## config.mk

```make
export PLATFORM = sky130hd
export DESIGN_NAME = qspi_flash_reader
export DESIGN_NICKNAME = d
export VERILOG_FILES = /design/src/rtl/qspi_flash_reader.sv
export SDC_FILE = /design/constraint.sdc
export NUM_CORES = 1
export LEC_CHECK = 0
export BUFFER_PORTS_ARGS = -buffer_cell sky130_fd_sc_hd__buf_2
export CAP_MARGIN = 20
export CELL_PAD_IN_SITES_DETAIL_PLACEMENT = 0
export CELL_PAD_IN_SITES_GLOBAL_PLACEMENT = 1
export CORE_UTILIZATION = 38
export CTS_BUF_LIST = sky130_fd_sc_hd__clkbuf_4 sky130_fd_sc_hd__clkbuf_8
export CTS_CLUSTER_DIAMETER = 50
export CTS_CLUSTER_SIZE = 30
export DETAILED_ROUTE_END_ITERATION = 10
export GPL_TIMING_DRIVEN = 0
export PLACE_DENSITY = 0.93
export REMOVE_ABC_BUFFERS = 1
export SLEW_MARGIN = 30
export SYNTH_ARGS = -nofsm -noshare
export SYNTH_HDL_FRONTEND = slang
export SYNTH_SLANG_ARGS = --single-unit
```

## constraint.sdc

```tcl
create_clock -name clk -period 2.3 [get_ports clk]
set_input_delay 0.115 -clock clk [delete_from_list [all_inputs] [get_ports clk]]
set_output_delay 0.115 -clock clk [all_outputs]
set_load 0.01 [all_outputs]
```

## src/rtl/qspi_flash_reader.sv

```systemverilog
// qspi_flash_reader: drives the qspi engine through the flash wake command
// (0xAB) and Quad Output Fast Read (0x6B) bursts, and returns a
// back-pressured byte stream.
module qspi_flash_reader #(
    parameter int unsigned WAKE_CYCLES    = 64,
    parameter int unsigned CS_HIGH_CYCLES = 4,
    parameter int unsigned LEN_WIDTH      = 16
) (
    input  logic                 clk,
    input  logic                 reset_n,
    input  logic                 req_valid,
    output logic                 req_ready,
    input  logic [23:0]          req_addr,
    input  logic [LEN_WIDTH-1:0] req_len,
    output logic [7:0]           rd_data,
    output logic                 rd_valid,
    input  logic                 rd_ready,
    output logic                 rd_last,
    output logic                 done,
    output logic                 busy,
    output logic                 init_done,
    output logic                 flash_cs_n,
    output logic                 qspi_start,
    output logic                 qspi_qio_mode,
    output logic                 qspi_dummy,
    output logic                 qspi_delay_cycle,
    output logic [31:0]          qspi_tx_data,
    output logic [5:0]           qspi_tx_size,
    output logic [3:0]           qspi_rx_size,
    input  logic [7:0]           qspi_rx_data,
    input  logic                 qspi_tx_complete,
    input  logic                 qspi_rx_complete
);

    localparam int unsigned CNT_MAX = (WAKE_CYCLES > CS_HIGH_CYCLES) ? WAKE_CYCLES : CS_HIGH_CYCLES;
    localparam int unsigned CNT_W   = $clog2(CNT_MAX + 1);

    typedef enum logic [3:0] {
        WAKE_CMD, WAKE_WAIT_TX, WAKE_GAP, IDLE, CMD, CMD_WAIT,
        DUMMY, DUMMY_WAIT, DATA, DATA_WAIT, CS_HOLD
    } state_t;

    state_t               state, state_nxt;
    logic [CNT_W-1:0]     cnt;
    logic [23:0]          addr;
    logic [LEN_WIDTH-1:0] remaining;
    // One setup cycle in WAKE_CMD/CMD so CS is low a full cycle before start.
    logic                 armed;

    logic wake_last, hold_last, len_one;
    assign wake_last = (cnt == CNT_W'(WAKE_CYCLES - 1));
    assign hold_last = (cnt == CNT_W'(CS_HIGH_CYCLES - 1));
    assign len_one   = (remaining == LEN_WIDTH'(1));

    // State register
    always_ff @(posedge clk or negedge reset_n) begin
        if (!reset_n) state <= WAKE_CMD;
        else          state <= state_nxt;
    end

    // Next-state logic
    always_comb begin
        state_nxt = state;
        case (state)
            WAKE_CMD:     if (armed) state_nxt = WAKE_WAIT_TX;
            WAKE_WAIT_TX: if (qspi_tx_complete) state_nxt = WAKE_GAP;
            WAKE_GAP:     if (wake_last) state_nxt = IDLE;
            IDLE:         if (req_valid && req_len != '0) state_nxt = CMD;
            CMD:          if (armed) state_nxt = CMD_WAIT;
            CMD_WAIT:     if (qspi_tx_complete) state_nxt = DUMMY;
            DUMMY:        state_nxt = DUMMY_WAIT;
            DUMMY_WAIT:   if (qspi_rx_complete) state_nxt = DATA;
            DATA:         if (!rd_valid) state_nxt = DATA_WAIT;
            DATA_WAIT:    if (qspi_rx_complete) state_nxt = len_one ? CS_HOLD : DATA;
            CS_HOLD:      if (hold_last) state_nxt = IDLE;
            default:      state_nxt = WAKE_CMD;
        endcase
    end

    // Engine command fields and status outputs; non-zero only in start cycles
    always_comb begin
        qspi_start       = 1'b0;
        qspi_qio_mode    = 1'b0;
        qspi_dummy       = 1'b0;
        qspi_delay_cycle = 1'b0;
        qspi_tx_data     = '0;
        qspi_tx_size     = '0;
        qspi_rx_size     = '0;
        req_ready        = (state == IDLE);
        busy             = (state != IDLE);
        case (state)
            WAKE_CMD: if (armed) begin
                qspi_start   = 1'b1;
                qspi_tx_data = {8'hAB, 24'h0};
                qspi_tx_size = 6'd8;
            end
            CMD: if (armed) begin
                qspi_start   = 1'b1;
                qspi_tx_data = {8'h6B, addr};
                qspi_tx_size = 6'd32;
            end
            DUMMY: begin
                qspi_start   = 1'b1;
                qspi_rx_size = 4'd8;
                qspi_dummy   = 1'b1;
            end
            DATA: if (!rd_valid) begin
                qspi_start    = 1'b1;
                qspi_rx_size  = 4'd8;
                qspi_qio_mode = 1'b1;
            end
            default: ;
        endcase
    end

    // Datapath: chip select, counters, request latch and output byte register
    always_ff @(posedge clk or negedge reset_n) begin
        if (!reset_n) begin
            flash_cs_n <= 1'b1;
            armed      <= 1'b0;
            cnt        <= '0;
            addr       <= '0;
            remaining  <= '0;
            rd_data    <= '0;
            rd_valid   <= 1'b0;
            rd_last    <= 1'b0;
            done       <= 1'b0;
            init_done  <= 1'b0;
        end else begin
            done  <= 1'b0;
            armed <= 1'b0;
            if (rd_valid && rd_ready) begin
                rd_valid <= 1'b0;
                rd_last  <= 1'b0;
            end
            case (state)
                WAKE_CMD: begin
                    flash_cs_n <= 1'b0;
                    armed      <= !armed;
                end
                WAKE_WAIT_TX: if (qspi_tx_complete) begin
                    flash_cs_n <= 1'b1;
                    cnt        <= '0;
                end
                WAKE_GAP: begin
                    cnt <= cnt + 1'b1;
                    if (wake_last) begin
                        cnt       <= '0;
                        init_done <= 1'b1;
                    end
                end
                IDLE: if (req_valid) begin
                    addr      <= req_addr;
                    remaining <= req_len;
                    if (req_len == '0) done <= 1'b1;
                    else               flash_cs_n <= 1'b0;
                end
                CMD: armed <= !armed;
                DATA_WAIT: if (qspi_rx_complete) begin
                    rd_data   <= qspi_rx_data;
                    rd_valid  <= 1'b1;
                    rd_last   <= len_one;
                    remaining <= remaining - 1'b1;
                    if (len_one) begin
                        flash_cs_n <= 1'b1;
                        cnt        <= '0;
                    end
                end
                CS_HOLD: begin
                    cnt <= cnt + 1'b1;
                    if (hold_last) begin
                        cnt  <= '0;
                        done <= 1'b1;
                    end
                end
                default: ;
            endcase
        end
    end

endmodule

```

Word level (Yosys, flattened, before mapping) --
Cells that the tools add are included.
Cells by class: add/subtract/negate cells 2, eq/ne operators 27, multiplexer cells 51, reductions and logical operators 17
Operator list (number):
- case mux 32 bit (2 select lines) | 1
- 2-to-1 mux 4 bit | 12
- case mux 4 bit (11 select lines) | 1
- 2-to-1 mux 7 bit | 5
- 2-to-1 mux 16 bit | 2
- 2-to-1 mux 32 bit | 1
- case mux 16 bit (2 select lines) | 1
- 2-to-1 mux 31 bit | 1
- case mux 7 bit (4 select lines) | 1
- inequality test 2 bit, second input constant | 12
- 2-to-1 mux 1 bit | 19
- == test 16 x 1 -> 1 bit, second input constant | 1
- == test 4 x 3 -> 1 bit, second input constant | 4
- logical NOT 16 bit | 1
- nonzero test 16 bit | 1
- subtractor 16 x 1 -> 16 bit, second input constant | 1
- == test 4 bit, second input constant | 3
- case mux 6 bit (2 select lines) | 1
- AND reduction 10 bit | 1
- == test 4 x 2 -> 1 bit, second input constant | 2
- case mux 4 bit (2 select lines) | 1
- nonzero test 4 bit | 2
- adder 7 x 1 -> 7 bit, second input constant | 1
- == test 7 x 2 -> 1 bit, second input constant | 1
- 18 further kinds | 21
Storage, ports and cells: register bits 65, output and inout port bits 61

Logic depth before layout (Yosys ltp) --
Gate-level depths: netlist of run 1.
depth after elaboration 4, mapped depth 9, gate-level depth less buffers 7

Worst setup path before layout of run 1 --
No wires, ideal clock.
path type register -> register, start register cnt[0], end register state[0], arrival 1.824 ns, data required time 2.172 ns, slack 0.349 ns, stages on the path, launching flop included 7, path buffers 0, period minus slack after synthesis 1.951 ns, path through dfrtp_1 ha_1 or3b_2 o2bb2ai_2 nor3_2 a211oi_2 mux2_1
Between the ends: word-level cells in the longest chain between the ends 3
RTL lines:
- from (decl) | RTL line 44 | logic [CNT_W-1:0] cnt;
- from (signal assigned) | RTL line 146 | cnt <= cnt + 1'b1;
- from (signal assigned) | RTL line 170 | cnt <= cnt + 1'b1;
- == test 7 x 2 -> 1 bit or == test 7 x 6 -> 1 bit (tied branches) | RTL line 52, 51
- inequality test 2 bit (no line)
- AND reduction 10 bit (no line) (*)
- to (signal assigned) | RTL line 58 | else state <= state_nxt;
- to (decl) | RTL line 43 | state_t state, state_nxt;
Every way passes the cells marked *; elsewhere a longest branch is shown, timed or not. A chain may end at the register's enable or synchronous reset.

Worst setup path after layout of run 1 --
start register state[3], end register state[3]
Between the ends: word-level cells in the longest chain between the ends 3
RTL lines:
- == test 4 bit, or another cell as far along | RTL line 64 | case (state)
- inequality test 2 bit (no line) or inequality test 2 x 1 -> 1 bit (tied branches)
- AND reduction 10 bit (no line)
Several ways; a longest one is shown, not always the timed one.

==> results of run 1 <==
-- state kept, by name, indices dropped and copies added (netlist names) --
signal,cells
addr,24
remaining,16
rd_data,8
cnt,7
state,4
armed,1
done,1
flash_cs_n,1
init_done,1
rd_last,1
rd_valid,1
-- metal layers --
metal | wire (um) | GRT usage | vias up
met2 | 4450 | 0.322 | 110
met3 | 469 | 0.0323 | 15
li1 | - | - | 1669
met1 | 4340 | 0.252 | 1603
met5 | 0 | 0 | -
met4 | 163 | 0.0871 | 0
-- synth_stat cells (2+ instances only) --
| cell type | count |
|---|---|
| nand2_1 | 120 |
| dfrtp_1 | 64 |
| and2_1 | 27 |
| nor2_1 | 21 |
| buf_4 | 20 |
| a21oi_1 | 18 |
| nor3_1 | 14 |
| clkbuf_1 | 12 |
| o21ai_1 | 11 |
| nand3_1 | 9 |
| nor4_1 | 8 |
| o21ai_0 | 7 |
| inv_1 | 5 |
| buf_2 | 4 |
| nand4_1 | 4 |
| and3_1 | 3 |
| ha_1 | 3 |
| mux2_1 | 3 |
| nand2b_1 | 3 |
| o211ai_1 | 3 |
| o21bai_1 | 3 |
| o22ai_1 | 3 |
| o32ai_1 | 3 |
| or2_1 | 3 |
| or3_1 | 3 |
| a211oi_1 | 2 |
| a21o_1 | 2 |
| a22o_1 | 2 |
| inv_2 | 2 |
| nand3b_1 | 2 |
| o221ai_1 | 2 |
| or4b_1 | 2 |
| xnor2_1 | 2 |
-- through the flow --
step	total power [mW]	std cells
finish	4.88	662
CTS	4.89	660
detailed placement	3.84	611
global placement	3.74	610
global route	5.25	662
floorplan	3.21	395
-- kinds of logic (layout without fill, tap and decap cells) --
family                     after synthesis  in the layout  share of synthesized area
AOI/OAI and AO/OA                       71             71                      0.132
xor gates and xnor gates                 2              2                    0.00487
adders and majority gates                3              3                     0.0104
buffers and inverters                   45            163                     0.0723
DFF                                     65             65                      0.453
muxes                                    4              4                     0.0122
other                                    1             10                    0.00104
and+or+nand+nor                        233            233                      0.314
-- layout make-up --
class                           count  area (um^2)
Clock inverter                      3         40.0
Tap cell                          111          139
Timing Repair Buffer              141          898
Inverter                            7         26.3
Fill cell                         878         4540
Multi-Input combinational cell    323         1770
Clock buffer                       12          159
Sequential cell                    65         1630
-- critical path, cell delays in order, from the launching register on --
cell and delay, ns:
dfrtp_2 0.58, or4b_1 0.51, o2bb2ai_2 0.18, nor3_2 0.08, a211oi_2 0.36, mux2_1 0.37
-- final timing paths --
check                      startpoint      endpoint
min in group asynchronous     reset_n      addr[11]
min                        req_len[0]  remaining[0]
max                          state[3]      state[3]
min reg2reg                     armed         armed
max reg2reg                  state[3]      state[3]
max in group asynchronous     reset_n    flash_cs_n
-- where the power goes --
part / switching, mW / internal, mW / total (mW)
sequential: 0.497 / 1.63 / 2.12
combinational: 1.00 / 0.769 / 1.77
clock: 0.423 / 0.562 / 0.986
-- what timing repair did --
action | CTS | global route
hold buffers | 34 | 0
endpoints found under the hold margin | 58 | 0
cloned | 0 | 0
setup buffers | 0 | 2
pin swaps | 0 | 1
setup endpoints to repair | 39 | 31
resized for setup | 5 | 2
==> results.toml, run 1 <==
[cells_and_area]
utilization = 0.507
diodes = 0
final_area_um2 = 4660
final_common_cell = "nand2_1"
final_cell_mix = "118 x nand2_1, 103 x buf_2, 62 x dfrtp_1"
fin_nets = 604
drive_gt1_frac = 0.260
area_growth_pct = 29.5

[routing]
via_per_inst = 5.13
num_vias = 3397
drc = 0
ant_nets = 0
post_drt_wl_per_cell_um = 14.2
first_iter_violations = 153
dr.pass1.iters = 4
wl_mm = 9.42

[setup_path]
r2r_slack_ns = 0.1
start_kind = "register"
end_kind = "register"
path_class = "reg -> reg"
ff2ff_path_depth = 5
cp.arrival_ns = 2.42
crit_path_max_fanout = 21
crit_required_ns = 2.52

[synthesis]
synth.top_cell.area_share = 0.445
yosys-top-cells-area = "dfrtp_1 45%, nand2_1 13%, and2_1 4.7%"
syn_area_per_cell_um2 = 8.48
synth_ff_type = "dfrtp_1"
synth_cells = 424
async_flop_share = 1.00
ys_types = 67
synth_seq_cells = 65
yosysSeqAreaShare = 0.453
syn_area_um2 = 3600
yosysTopAreaCell = "dfrtp_1"
synth_edf_count = 0
ys_warn_count = 0

[sta]
rsz0062_at_grt = "false"
min_period_ns = 2.20
fmax_ghz = 0.454
setup_ws_ns = 0.0989
min_period_over_period = 0.957
timing.final.setup_violations = 0
finalHoldViolations = 0
worst_pin_slew_ns = 0.735
clock-skew-final_ns = 0.00565
fin_setup_tns_ns = 0
maxSlewViolCount = 0
timing.hold.ws_ns = 0.0196
relSlewSlack = 0.507

[placed_design]
globalplace.congestion = 0.806
place_area_um2 = 4090
port_buffers = 104
post-dp-hpwl_mm = 6.21
dp_slack_ns = -0.474

[pwr]
p_leak_nw = 2.33
power_density_nw_per_um2 = 1050
peakVddDrop_mv = 0.432

[job]
cap_violations = 0

[die]
die-width_um = 99.3
num_rows = 35
ioPinCount = 115
dieArea_um2 = 9860
initial_utilization = 0.391
die_h_um = 99.3
core_area_um2 = 9200

[global_routing]
first_global_vias = 3189
grt_pass1_wl_mm = 15.2
grt_usage = 0.195
grt_start_max_net_pins = 41
overflow = 0
antenna_found_initial = 0

[clock_network]
clk_pin_slew_ns = 0.07
cts_max_level = 3
numCtsBuffers = 9
clock_sinks = 65
cts_max_path_buffers = 2
cts_tree = "yes"
cts_root_buf = "clkbuf_8"
clkLatencyLatePin_ns = 0.34

[worst_hold_path]
holdPathStages = 3
hp-class = "in -> reg"

[outcome]
status = "complete, no violations"
No activity file was read; power rests on OpenSTA's default activity.
==> run 2, diff against run 1 <==
CELL_PAD_IN_SITES_DETAIL_PLACEMENT = 1   (was 0)
==> run 2 against run 1 <==
Via count grew 6.6%. Critical path depth is the same. Register-to-register slack gained 0.05 ns. Global-route usage grew 5.7 points.
==> results.toml, run 2 (synthesized netlist as in run 1, its figures left out) <==
[die]
die-width_um = 99.3
core_area_um2 = 9200
num_rows = 35
initial_utilization = 0.391
dieArea_um2 = 9860
ioPinCount = 115
die_h_um = 99.3

[global_routing]
overflow = 0
grt_start_max_net_pins = 41
grt_usage = 0.252
grt_pass1_wl_mm = 19.5
antenna_found_initial = 0
first_global_vias = 3819

[clock_network]
cts_tree = "yes"
cts_max_level = 3
clkLatencyLatePin_ns = 0.34
cts_max_path_buffers = 2
numCtsBuffers = 9
cts_root_buf = "clkbuf_8"
clock_sinks = 65
clk_pin_slew_ns = 0.07

[setup_path]
ff2ff_path_depth = 4
crit_start = "state[1]"
crit_path_max_fanout = 15
cp.arrival_ns = 2.08
end_kind = "primary output"
r2r_slack_ns = 0.15
start_kind = "register"
cp-endpoint = "qspi_tx_data[9]"
r2r_end = "state[1]"
r2r-start = "state[2]"
path_class = "reg -> out"
crit_required_ns = 2.18

[worst_hold_path]
hp-class = "in -> reg"

[cells_and_area]
drive_gt1_frac = 0.262
area_growth_pct = 29.3
final_common_cell = "nand2_1"
final_cell_mix = "118 x nand2_1, 103 x buf_2, 63 x dfrtp_1"
diodes = 0
fin_nets = 605
final_cells = 664
top_register = "addr"
final_area_um2 = 4650
largest_reg_flops = 24
biggestRegsByFlops = "addr (24), remaining (16), rd_data (8)"

[pwr]
p_leak_nw = 2.32
power_density_nw_per_um2 = 1060
peakVddDrop_mv = 0.430
p_total_mw = 4.94

[routing]
first_iter_violations = 151
ant_nets = 0
drc = 0
via_per_inst = 5.45
post_drt_wl_per_cell_um = 18.4
num_vias = 3621
wl_mm = 12.2
dr.pass1.iters = 4

[sta]
finalHoldViolations = 0
relSlewSlack = 0.417
fin_setup_tns_ns = 0
min_period_over_period = 0.953
timing.final.setup_violations = 0
clock-skew-final_ns = 0.00923
maxSlewViolCount = 0
fmax_ghz = 0.456
min_period_ns = 2.19
worst_pin_slew_ns = 0.869

[placed_design]
globalplace.congestion = 0.806
place_area_um2 = 4090
post-dp-hpwl_mm = 7.36
port_buffers = 104
dpl.cell_count = 611

[outcome]
status = "complete, no violations"

[job]
cap_violations = 0
[run 2: power breakdown]
part           internal [mW]  switching [mW]  leakage, nW
registers               1.62           0.550        0.826
logic                  0.783            1.13         1.40
clock network          0.396           0.465       0.0852
[run 2: repair_timing]
action	CTS	global route
gates resized for setup	5	4
hold buffers	34	0
hold endpoints to repair	58	0
pin swaps	0	3
setup buffers	0	2
endpoints found under the setup margin	40	37
cloned	0	1
[run 2: critical path, stage by stage (launching register included)]
cell	delay (ns)
dfrtp_1	0.54
nor2_1	0.20
nand2_1	0.26
nor2_4	0.38
and2_1	0.22
buf_2	0.14
[run 2: worst min path at each step]
stage | startpoint | to | slack [ns] | cells past startpoint
final | req_len[0] | remaining[0] | 0.05 | 3
after global routing | req_len[6] | remaining[6] | 0.05 | 3
after detailed placement | reset_n | addr[11] | 0.06 | 1
after CTS | req_len[0] | remaining[0] | 0.03 | 3
after floorplan | reset_n | addr[0] | -0.18 | 0
after global placement | req_addr[18] | addr[18] | 0.31 | 3
[run 2: routing by layer]
layer | up-vias | track usage | part of all wire
met2 | 125 | 0.450 | 0.52
li1 | 1676 | - | -
met4 | 0 | 0.0860 | 0.028
met5 | - | 0 | 0
met3 | 27 | 0.0590 | 0.054
met1 | 1793 | 0.296 | 0.40
[run 2: per-stage QoR]
| step | hold slack [ns] | utilization | setup WS, ns |
|---|---|---|---|
| finish | 0.0517 | 0.506 | 0.107 |
| global route | 0.0472 | 0.506 | -0.00461 |
| CTS | 0.0289 | 0.501 | 0.0420 |
| detailed placement | 0.0559 | 0.444 | -0.540 |
| global placement | 0.306 | 0.441 | -0.440 |
| floorplan | -0.181 | - | 0.155 |
[run 2: area by class of cell]
class / count / area [um^2]
Timing Repair Buffer: 141 / 911
Inverter: 7 / 26.3
Tap cell: 111 / 139
Sequential cell: 65 / 1630
Multi-Input combinational cell: 324 / 1780
Clock buffer: 10 / 131
Fill cell: 1120 / 4540
Clock inverter: 6 / 35.0
